==> config.mk <==
export PLATFORM = sky130hd
export DESIGN_NAME = shift_serializer_sar
export DESIGN_NICKNAME = d
export VERILOG_FILES = /design/src/rtl/shift_serializer_sar.sv
export SDC_FILE = /design/constraint.sdc
export NUM_CORES = 1
export LEC_CHECK = 0
export ABC_AREA = 1
export BUFFER_PORTS_ARGS = -buffer_cell sky130_fd_sc_hd__buf_2
export CORE_UTILIZATION = 55
export DETAILED_ROUTE_END_ITERATION = 16
export PLACE_DENSITY = 0.74
export SLEW_MARGIN = 20
export SYNTH_ARGS = -nofsm -noshare
export SYNTH_HDL_FRONTEND = slang
export SYNTH_SLANG_ARGS = --single-unit
==> constraint.sdc <==
create_clock -name clk -period 3.3 [get_ports clk]
set_clock_uncertainty 0.1 [all_clocks]
set_input_delay 0.66 -clock clk [delete_from_list [all_inputs] [get_ports clk]]
set_output_delay 0.66 -clock clk [all_outputs]
set_load 0.005 [all_outputs]
==> src/rtl/shift_serializer_sar.sv <==
// Parallel-to-serial converter with valid/ready input handshake.
// Optional even-parity bit per frame, enabled by defining SHIFT_SER_PARITY_EN.
//
// Ports:
//   clk        - clock, all logic on the rising edge
//   rst        - synchronous active-high reset
//   in_valid   - a word is offered on in_data
//   in_ready   - the block accepts a word this cycle (IDLE or final bit cycle)
//   in_data    - WIDTH-bit parallel word
//   dir        - 0 = MSB-first, 1 = LSB-first (captured on acceptance)
//   ser_out    - serial data / parity bit
//   ser_valid  - ser_out carries a data or parity bit
//   mod_out    - downstream shift-mode code: 00 shift MSB-first, 01 LSB-first, 11 hold
//   frame_done - one-cycle pulse on the last bit of a frame
module shift_serializer_sar #(
    parameter int unsigned WIDTH = 16
) (
    input  logic             clk,
    input  logic             rst,
    input  logic             in_valid,
    output logic             in_ready,
    input  logic [WIDTH-1:0] in_data,
    input  logic             dir,
    output logic             ser_out,
    output logic             ser_valid,
    output logic [1:0]       mod_out,
    output logic             frame_done
);

    localparam int unsigned CNT_W = $clog2(WIDTH + 1);

`ifdef SHIFT_SER_PARITY_EN
    typedef enum logic [1:0] {IDLE = 2'd0, SHIFT = 2'd1, PARITY = 2'd2} state_t;
`else
    typedef enum logic [1:0] {IDLE = 2'd0, SHIFT = 2'd1} state_t;
`endif

    state_t             state;
    state_t             nxt_state;
    logic [WIDTH-1:0]   sreg;
    logic [WIDTH-1:0]   nxt_sreg;
    logic [WIDTH-1:0]   shifted;
    logic [CNT_W-1:0]   cnt;
    logic [CNT_W-1:0]   nxt_cnt;
    logic               dir_q;
    logic               nxt_dir;
    logic               nxt_ser_out;
    logic               nxt_ser_valid;
    logic               nxt_last;
    logic               accept;
`ifdef SHIFT_SER_PARITY_EN
    logic               par_q;
    logic               nxt_par;
`endif

    // State register
    always_ff @(posedge clk) begin
        if (rst) begin
            state <= IDLE;
        end else begin
            state <= nxt_state;
        end
    end

    // Next-state, datapath and registered-output next values
    always_comb begin
        nxt_state     = state;
        nxt_sreg      = sreg;
        nxt_cnt       = cnt;
        nxt_dir       = dir_q;
        nxt_ser_out   = 1'b0;
        nxt_ser_valid = 1'b0;
        nxt_last      = 1'b0;
`ifdef SHIFT_SER_PARITY_EN
        nxt_par       = par_q;
`endif
        accept  = in_valid && in_ready;
        shifted = dir_q ? (sreg >> 1) : (sreg << 1);

        // in_ready is only high in IDLE or the final bit cycle, so an
        // acceptance always starts a fresh frame regardless of state.
        if (accept) begin
            nxt_state     = SHIFT;
            nxt_sreg      = in_data;
            nxt_cnt       = CNT_W'(WIDTH - 1);
            nxt_dir       = dir;
            nxt_ser_out   = dir ? in_data[0] : in_data[WIDTH-1];
            nxt_ser_valid = 1'b1;
`ifdef SHIFT_SER_PARITY_EN
            nxt_par       = ^in_data;
`endif
        end else begin
            case (state)
                SHIFT: begin
                    if (cnt != '0) begin
                        nxt_sreg      = shifted;
                        nxt_cnt       = cnt - CNT_W'(1);
                        nxt_ser_out   = dir_q ? shifted[0] : shifted[WIDTH-1];
                        nxt_ser_valid = 1'b1;
                    end else begin
`ifdef SHIFT_SER_PARITY_EN
                        nxt_state     = PARITY;
                        nxt_ser_out   = par_q;
                        nxt_ser_valid = 1'b1;
`else
                        nxt_state     = IDLE;
`endif
                    end
                end
`ifdef SHIFT_SER_PARITY_EN
                PARITY: nxt_state = IDLE;
`endif
                default: nxt_state = IDLE;
            endcase
        end

        // Final bit cycle of a frame: last data bit, or the parity bit
`ifdef SHIFT_SER_PARITY_EN
        nxt_last = (nxt_state == PARITY);
`else
        nxt_last = (nxt_state == SHIFT) && (nxt_cnt == '0);
`endif
    end

    // Datapath and registered outputs
    always_ff @(posedge clk) begin
        if (rst) begin
            sreg       <= '0;
            cnt        <= '0;
            dir_q      <= 1'b0;
            ser_out    <= 1'b0;
            ser_valid  <= 1'b0;
            mod_out    <= 2'b11;
            frame_done <= 1'b0;
            in_ready   <= 1'b1;
        end else begin
            sreg       <= nxt_sreg;
            cnt        <= nxt_cnt;
            dir_q      <= nxt_dir;
            ser_out    <= nxt_ser_out;
            ser_valid  <= nxt_ser_valid;
            mod_out    <= nxt_ser_valid ? {1'b0, nxt_dir} : 2'b11;
            frame_done <= nxt_last;
            in_ready   <= (nxt_state == IDLE) || nxt_last;
        end
    end

`ifdef SHIFT_SER_PARITY_EN
    // Parity of the captured word, sent after the last data bit
    always_ff @(posedge clk) begin
        if (rst) begin
            par_q <= 1'b0;
        end else begin
            par_q <= nxt_par;
        end
    end
`endif

endmodule

==> flow_summary.ini, run 1 <==
[timing]
post-route-period-util_pct = 56.7
hold_viol = 0
max_freq_mhz = 534
rsz0062_at_grt = no
fin_setup_tns_ps = 0
setup_violations = 0
tightest_slew_ps = 862
maxSlewHeadroom_pct = 42.5
maxSlewViolCount = 0
period_needed_ps = 1870

[clock_network]
worstSkewPairLatency_ps = 330
cts_buffer_depth = 2
cts_buffers = 5
cts_resized = 0
cts-root-buf = clkbuf_4
postCtsHoldBufs = 0
cts_sinks = 30
cts_setup_buffers = 0
h-tree-depth = 2
path_clk_slew_ps = 100
cts_tree = yes

[pwr]
p_seq_share_pct = 47.5
leakagePower_nw = 0.723
clkPwrFrac_pct = 34.0
comb_power_share_pct = 18.5
p_per_area_mw_per_mm2 = 512
p_int_mw = 0.613
ir_drop_mv = 0.373
power_switching_mw = 0.256
switching_share_pct = 29.4

[worst_setup_path]
worstPathArrival_ps = 2040
rrSetupSlack_ps = 1430
end_kind = register
critPathBufInv = 2
reg2reg_depth = 8
critPathLaunch = cnt[0]$_SDFF_PP0_
r2r_start = cnt[0]$_SDFF_PP0_
crit_path_max_fanout = 29
crit_cells = 8
path_delay_family = simple AND/OR/NAND/NOR gates
startpoint_type = register
rr_endpoint = sreg[10]$_SDFFE_PP0P_
cp.required_ps = 3470
critPathSlowestCell = nor2_8
crit_chain = inv_1 > ha_1 > nand3_2 > nand2_2 > inv_4 > nor2_8 > o21ai_0 > a21oi_2
worstSetupPathType = reg2reg
worst_setup_path_endpoint = sreg[10]$_SDFFE_PP0P_
slowest_delay_ps = 370

[floorplan]
num_rows = 18
io_pins = 26
start_util_pct = 60.1
die_w_um = 54.7
die_h_um = 54.7
core_area_mm2 = 0.00254
dieArea_mm2 = 0.00299

[placed_design]
port_buffers = 25
dpl.hpwl_um = 2010
finalWeightedCongestion = 0.787
dp_cells = 257

[finish]
final_layout_size_suffix_gt1_share_pct = 23.4
fillers = 248
regArea_um2 = 601
area_growth_syn_to_layout_pct = 11.0
fin_nets = 255
utilization_pct = 66.7
final_common_cell = nand2_1
finalNonFillerCells = 265
layout_common_cells = 43 x nand2_1, 32 x o21ai_0, 30 x dfxtp_1
n_antenna_cell = 0
multi_input_area_um2 = 734

[grt]
antenna_found_initial = 0
track_usage_pct = 22.5
grt_pass1_wl_um = 4730
gr-total-overflow = 0
first_global_vias = 1185
grt_max_degree = 37

[routing]
vias = 1363
drtIter0Drc = 28
drtAntennaViolNets = 0
wirelength_um = 2910
first_pass_iters = 4
viasPerCell = 5.14
wl_per_cell_um = 11.0
drcViolationCount = 0

[logic_synthesis]
synth_fp_nets = 234
syn_inst = 213
avgSynthCellArea_um2 = 7.18
synth_warnings = 0
ys_seq_area_share_pct = 39.3
ys_ff_latch = 30
syn_area_mm2 = 0.00153
synth_cell_type_count = 27

[min_path]
min_path_type = reg2reg

[run]
cap_viol_max_count = 0

[outcome]
status = finished clean
registers in the layout (all words and copies together) (netlist names), 2 cells and up:
name,cells
mod_out,2
state,2
cnt,5
sreg,16
per-layer routing:
| metal | vias up | wire length, µm | global-route usage (%) |
|---|---|---|---|
| li1 | 725 | - | - |
| met1 | 605 | 1420 | 25.1 |
| met2 | 26 | 1330 | 40.0 |
| met3 | 7 | 109 | 5.83 |
| met4 | 0 | 48 | 8.97 |
| met5 | - | 0 | 0 |
tightest hold or removal path, stage by stage (launching register included):
cell,delay (ps)
dfxtp_1,320
inv_1,70
a21oi_2,50
synthesized netlist by cell type, drive strengths merged:
library cell  instances  share of area, %
a22oi                 1              0.49
a21oi                20               9.0
dfxtp                30                39
ha                    1              0.82
a31oi                 2              0.82
nand3b                2              0.98
o21ai                43                14
inv                  29               7.6
nor3                  1              0.33
xor2                  1              0.57
conb                  1              0.25
nand2                47                13
nand3                 7               2.6
buf                   8               4.3
nor2                 17               5.6
clkbuf                3              0.74
worst min-delay path by stage:
stage,start,endpoint,slack [ps],cells past startpoint
2_1_floorplan,sreg[2]$_SDFFE_PP0P_,sreg[2]$_SDFFE_PP0P_,340,2
3_5_place_dp,sreg[7]$_SDFFE_PP0P_,sreg[7]$_SDFFE_PP0P_,360,2
5_1_grt,sreg[0]$_SDFFE_PP0P_,sreg[0]$_SDFFE_PP0P_,390,2
3_3_place_gp,sreg[2]$_SDFFE_PP0P_,sreg[2]$_SDFFE_PP0P_,360,2
6_report,sreg[7]$_SDFFE_PP0P_,sreg[7]$_SDFFE_PP0P_,370,2
4_1_cts,sreg[7]$_SDFFE_PP0P_,sreg[7]$_SDFFE_PP0P_,380,2
cells by family (layout without fill, tap and decap cells):
family                     Yosys count  after routing  share of synthesized area (%)
and+or+nand+nor                     74             74                           22.0
AOI/OAI and AO/OA                   66             66                           24.4
buffers and inverters               40             62                           12.7
DFF                                 30             30                           39.3
adders and majority gates            1              1                          0.818
other                                1              1                          0.245
xor gates and xnor gates             1              1                          0.573
power groups by stage:
stage / logic (mW) / registers [mW] / clock network [mW]
6_report: 0.160 / 0.413 / 0.296
3_5_place_dp: 0.160 / 0.421 / 0
2_1_floorplan: 0.140 / 0.413 / 0
3_3_place_gp: 0.155 / 0.420 / 0
4_1_cts: 0.161 / 0.413 / 0.302
5_1_grt: 0.183 / 0.418 / 0.315
cell type report:
type | count | share of cell area [%]
timing repair buffer | 25 | 7.37
inverter | 29 | 6.86
clock buffer | 5 | 2.21
tap | 30 | 2.21
sequential | 30 | 35.4
clock inverter | 3 | 2.65
multi-input combinational | 143 | 43.3
stage by stage:
stage / cell area, µm² / hold slack (ps) / power [mW] / setup WS, ps
after CTS: 1700 / 377 / 0.875 / 1440
after floorplan: 1530 / 341 / 0.554 / 1680
after global placement: 1610 / 361 / 0.575 / 1330
after detailed placement: 1610 / 361 / 0.581 / 1270
after global routing: 1700 / 391 / 0.916 / 1270
final: 1700 / 374 / 0.869 / 1430
Note: power is estimated with default switching activity, not from simulation.
==> run 2, diff against run 1 <==
--- a/config.mk
+++ b/config.mk
@@ -7,9 +7,9 @@
 export LEC_CHECK = 0
 export ABC_AREA = 1
 export BUFFER_PORTS_ARGS = -buffer_cell sky130_fd_sc_hd__buf_2
-export CORE_UTILIZATION = 55
+export CORE_UTILIZATION = 49
 export DETAILED_ROUTE_END_ITERATION = 16
-export PLACE_DENSITY = 0.74
+export PLACE_DENSITY = 0.7
 export SLEW_MARGIN = 20
 export SYNTH_ARGS = -nofsm -noshare
 export SYNTH_HDL_FRONTEND = slang
==> constraint.sdc (replaced) <==
create_clock -name clk -period 1.66 [get_ports clk]
set_clock_uncertainty 0.1 [all_clocks]
set_input_delay 0.332 -clock clk [delete_from_list [all_inputs] [get_ports clk]]
set_output_delay 0.332 -clock clk [all_outputs]
set_load 0.005 [all_outputs]
==> flow_summary.ini, run 2 (synthesis gave the netlist of run 1 again) <==
[finish]
fin_nets = 262
regMostFlops = sreg
final_layout_size_suffix_gt1_share_pct = 26.9
final_common_cell = nand2_1
largestRegisters = sreg: 16 flops, cnt: 5 flops
area_growth_syn_to_layout_pct = 17.9
layout_common_cells = 43 x nand2_1, 30 x o21ai_0, 29 x dfxtp_1
utilization_pct = 63.2
largest_reg_flops = 16
n_antenna_cell = 0

[clock_network]
worstSkewPairLatency_ps = 320
postCtsHoldBufs = 0
cts_buffers = 5
cts_resized = 0
cts_setup_buffers = 0
cts_sinks = 30
path_clk_slew_ps = 90
cts_tree = yes
h-tree-depth = 2
cts-root-buf = clkbuf_4
cts_buffer_depth = 2

[floorplan]
die_h_um = 57.9
dieArea_mm2 = 0.00335
die_w_um = 57.9
start_util_pct = 53.6
core_area_mm2 = 0.00285
num_rows = 19
io_pins = 26

[routing]
wirelength_um = 2770
drtIter0Drc = 45
wl_per_cell_um = 10.1
first_pass_iters = 4
drtAntennaViolNets = 0
vias = 1337
viasPerCell = 4.90
drcViolationCount = 0

[worst_setup_path]
slowest_delay_ps = 310
critPathSlowestCell = dfxtp_1
worstPathArrival_ps = 1720
crit_path_max_fanout = 20
startpoint_type = register
cp.required_ps = 1830
critPathBufInv = 3
end_kind = register
path_delay_family = buffers and inverters
crit_chain = inv_1 > ha_2 > nand3_4 > nand2_2 > clkinv_4 > nor2_8 > buf_12 > o21ai_0 > a21oi_2
worstSetupPathType = reg2reg

[timing]
maxSlewViolCount = 0
setup_violations = 0
finalWorstSetupSlack_ps = 109
max_freq_mhz = 645
post-route-period-util_pct = 93.5
fin_setup_tns_ps = 0
period_needed_ps = 1550
hold_viol = 0

[min_path]
min_path_type = in2reg

[grt]
track_usage_pct = 18.8
antenna_found_initial = 0
grt_pass1_wl_um = 4820
grt_max_degree = 31
gr-total-overflow = 0
first_global_vias = 1171

[pwr]
leakagePower_nw = 0.776
p_per_area_mw_per_mm2 = 954
ir_drop_mv = 0.657

[run]
cap_viol_max_count = 0

[placed_design]
finalWeightedCongestion = 0.809
pre_cts_slack_ps = 82.6
port_buffers = 25
dpl.hpwl_um = 1960

[outcome]
status = finished clean
[run 2: final cells by class]
| cell class | instances | area, µm² |
|---|---|---|
| inverters | 29 | 119 |
| fillers | 275 | 1050 |
| flip-flops and latches | 30 | 602 |
| multi-input cells | 143 | 749 |
| well taps | 31 | 38.8 |
| repair buffers | 32 | 215 |
| clock buffers | 8 | 78.8 |
[run 2: metal layers]
metal  GRT usage (%)  vias to the layer above  routed length, µm
li1                -                      740                  -
met1            24.2                      573               1410
met2            30.0                       19               1240
met3            4.69                        5                 83
met4            8.16                        0                 37
met5               0                        -                  0
[run 2: path summary, 6_finish.rpt]
path	cells past startpoint	slack, ps	end	startpoint
worst max-delay path	9	110	sreg[10]$_SDFFE_PP0P_	cnt[0]$_SDFF_PP0_
worst min-delay path	3	190	sreg[14]$_SDFFE_PP0P_	in_data[14]
worst max register to register	9	110	sreg[10]$_SDFFE_PP0P_	cnt[0]$_SDFF_PP0_
worst min register to register	2	370	sreg[14]$_SDFFE_PP0P_	sreg[14]$_SDFFE_PP0P_
[run 2: metrics by stage]
step | total power [mW] | hold WS (ps) | cells | cell area, µm²
after floorplan | 1.10 | 341 | 213 | 1530
after global placement | 1.19 | 361 | 265 | 1710
after detailed placement | 1.19 | 364 | 265 | 1710
after CTS | 1.73 | 183 | 273 | 1780
after global routing | 1.83 | 174 | 273 | 1800
final | 1.72 | 190 | 273 | 1800
[run 2: power breakdown]
group / switching (mW) / internal, mW
registers: 0.0285 / 0.782
logic: 0.213 / 0.159
clock network: 0.249 / 0.289
total: 0.491 / 1.23
[run 2: worst register-to-register path, stage by stage (launching register included)]
cell	delay (ps)
dfxtp_1	310
inv_1	70
ha_2	220
nand3_4	100
nand2_2	110
clkinv_4	90
nor2_8	120
buf_12	170
o21ai_0	110
a21oi_2	110
==> run 3, diff against run 2 <==
--- a/config.mk
+++ b/config.mk
@@ -7,10 +7,10 @@
 export LEC_CHECK = 0
 export ABC_AREA = 1
 export BUFFER_PORTS_ARGS = -buffer_cell sky130_fd_sc_hd__buf_2
-export CORE_UTILIZATION = 49
+export CORE_UTILIZATION = 55
 export DETAILED_ROUTE_END_ITERATION = 16
-export PLACE_DENSITY = 0.7
-export SLEW_MARGIN = 20
+export MAX_ROUTING_LAYER = met4
+export PLACE_DENSITY = 0.74
 export SYNTH_ARGS = -nofsm -noshare
 export SYNTH_HDL_FRONTEND = slang
 export SYNTH_SLANG_ARGS = --single-unit
==> constraint.sdc (replaced) <==
create_clock -name clk -period 1.5 [get_ports clk]
set_clock_uncertainty 0.1 [all_clocks]
set_input_delay 0.3 -clock clk [delete_from_list [all_inputs] [get_ports clk]]
set_output_delay 0.3 -clock clk [all_outputs]
set_load 0.005 [all_outputs]
==> flow_summary.ini, run 3 (synthesis gave the netlist of run 1 again) <==
[routing]
drtIter0Drc = 43
drcViolationCount = 0
viasPerCell = 5.29
vias = 1496
first_pass_iters = 4
drtAntennaViolNets = 0
wirelength_um = 3670
wl_per_cell_um = 13.0

[placed_design]
dpl.hpwl_um = 2360
port_buffers = 25
finalWeightedCongestion = 0.890

[timing]
hold_viol = 0
period_needed_ps = 1510
fin_setup_tns_ps = -11.2
rsz0062_at_grt = yes
post-route-period-util_pct = 101
maxSlewViolCount = 0
finalWorstSetupSlack_ps = -7.65
max_freq_mhz = 663
setup_violations = 2

[floorplan]
start_util_pct = 60.1
num_rows = 18
io_pins = 26
core_area_mm2 = 0.00254
die_w_um = 54.7
die_h_um = 54.7
dieArea_mm2 = 0.00299

[grt]
track_usage_pct = 28.7
first_global_vias = 1413
grt_pass1_wl_um = 5800
antenna_found_initial = 0
grt_max_degree = 25
gr-total-overflow = 0

[outcome]
violations = setup timing
status = finished with violations

[finish]
largest_reg_flops = 16
area_growth_syn_to_layout_pct = 28.6
fin_nets = 273
fillers = 209
final_common_cell = nand2_1
regMostFlops = sreg
n_antenna_cell = 0
layout_common_cells = 43 x nand2_1, 28 x o21ai_0, 28 x dfxtp_1
final_layout_size_suffix_gt1_share_pct = 35.2
largestRegisters = sreg: 16 flops, cnt: 5 flops

[pwr]
power_switching_mw = 0.604
comb_power_share_pct = 27.5
p_int_mw = 1.33
p_per_area_mw_per_mm2 = 984
leakagePower_nw = 0.853
ir_drop_mv = 0.938
p_total_mw = 1.93
switching_share_pct = 31.2
clkPwrFrac_pct = 25.8
p_seq_share_pct = 46.7

[clock_network]
cts-root-buf = clkbuf_4
worstSkewPairLatency_ps = 330
h-tree-depth = 2
cts_tree = yes
cts_sinks = 30
path_clk_slew_ps = 90
postCtsHoldBufs = 0
cts_buffers = 5
cts_buffer_depth = 2

[worst_setup_path]
critPathSlowestCell = dfxtp_2
worstPathArrival_ps = 1630
cp.required_ps = 1620
slowest_delay_ps = 340
worstSetupPathType = reg2reg
crit_chain = inv_2 > ha_4 > nand3_4 > nand2_4 > inv_8 > nor2_8 > buf_6 > inv_4 > nand2_4 > o21ai_1
startpoint_type = register
cp_common_cell = nand2_4
end_kind = register
crit_path_max_fanout = 7

[min_path]
min_path_type = in2reg

[run]
cap_viol_max_count = 0
## run 3: cell types whose count changed in the layout (fill, tap and decap cells not counted), moves of 2 or more
cell	before	now
clkbuf_8	3	1
o21ai_1	13	6
buf_4	4	10
nor2_1	14	12
buf_6	0	4
inv_1	25	23
o21ai_2	0	9
o21ai_0	30	28
## run 3: final timing paths
kind | startpoint | endpoint | slack, ps | cells after the start
setup / recovery | cnt[1]$_SDFF_PP0_ | sreg[14]$_SDFFE_PP0P_ | -8 | 10
hold / removal | in_data[0] | sreg[0]$_SDFFE_PP0P_ | 160 | 3
hold reg to reg | sreg[9]$_SDFFE_PP0P_ | sreg[9]$_SDFFE_PP0P_ | 370 | 2
setup reg to reg | cnt[1]$_SDFF_PP0_ | sreg[14]$_SDFFE_PP0P_ | -8 | 10
## run 3: layout make-up
class | count | area, µm² | share of cell area (%)
Clock buffer | 7 | 55.1 | 2.80
Timing Repair Buffer | 43 | 333 | 16.9
Tap cell | 30 | 37.5 | 1.91
Sequential cell | 30 | 603 | 30.7
Clock inverter | 1 | 5.00 | 0.255
Multi-Input combinational cell | 143 | 808 | 41.1
Inverter | 29 | 124 | 6.30
## run 3: power by group through the flow
stage	sequential, mW	combinational (mW)	clock [mW]
final	0.904	0.531	0.499
after global routing	0.911	0.593	0.545
after CTS	0.901	0.473	0.512
after detailed placement	0.918	0.423	0
after global placement	0.914	0.406	0
after floorplan	0.910	0.310	0
## run 3: routing by layer
layer,wire [µm],track usage (%),up-vias
met5,0,-,-
met4,46,12.4,0
met3,135,8.89,7
met2,1840,47.2,36
met1,1650,31.8,695
li1,-,-,758
## run 3: repair_timing
item	in CTS	in global routing
pin swaps	3	4
buffers inserted	3	2
endpoints found under the setup margin	12	21
resized for setup	11	22
cloned	2	0
## run 3: worst max-delay path, delay by kind of cell, from the launching register on
kind                       cells  cell delay (ps)
AOI/OAI and AO/OA              1               80
adders and majority gates      1              150
buffers and inverters          4              280
DFF                            1              340
and+or+nand+nor                4              450
## run 3: metrics by stage
stage	utilization, %	worst slack, ps	instances	cell area, µm²	hold WS (ps)
floorplan	-	4.36	213	1530	341
global placement	68.2	30.1	268	1740	358
detailed placement	68.2	-27.7	268	1740	359
CTS	73.6	6.84	281	1870	138
global route	77.2	-67.4	283	1970	148
finish	77.2	-7.65	283	1970	155
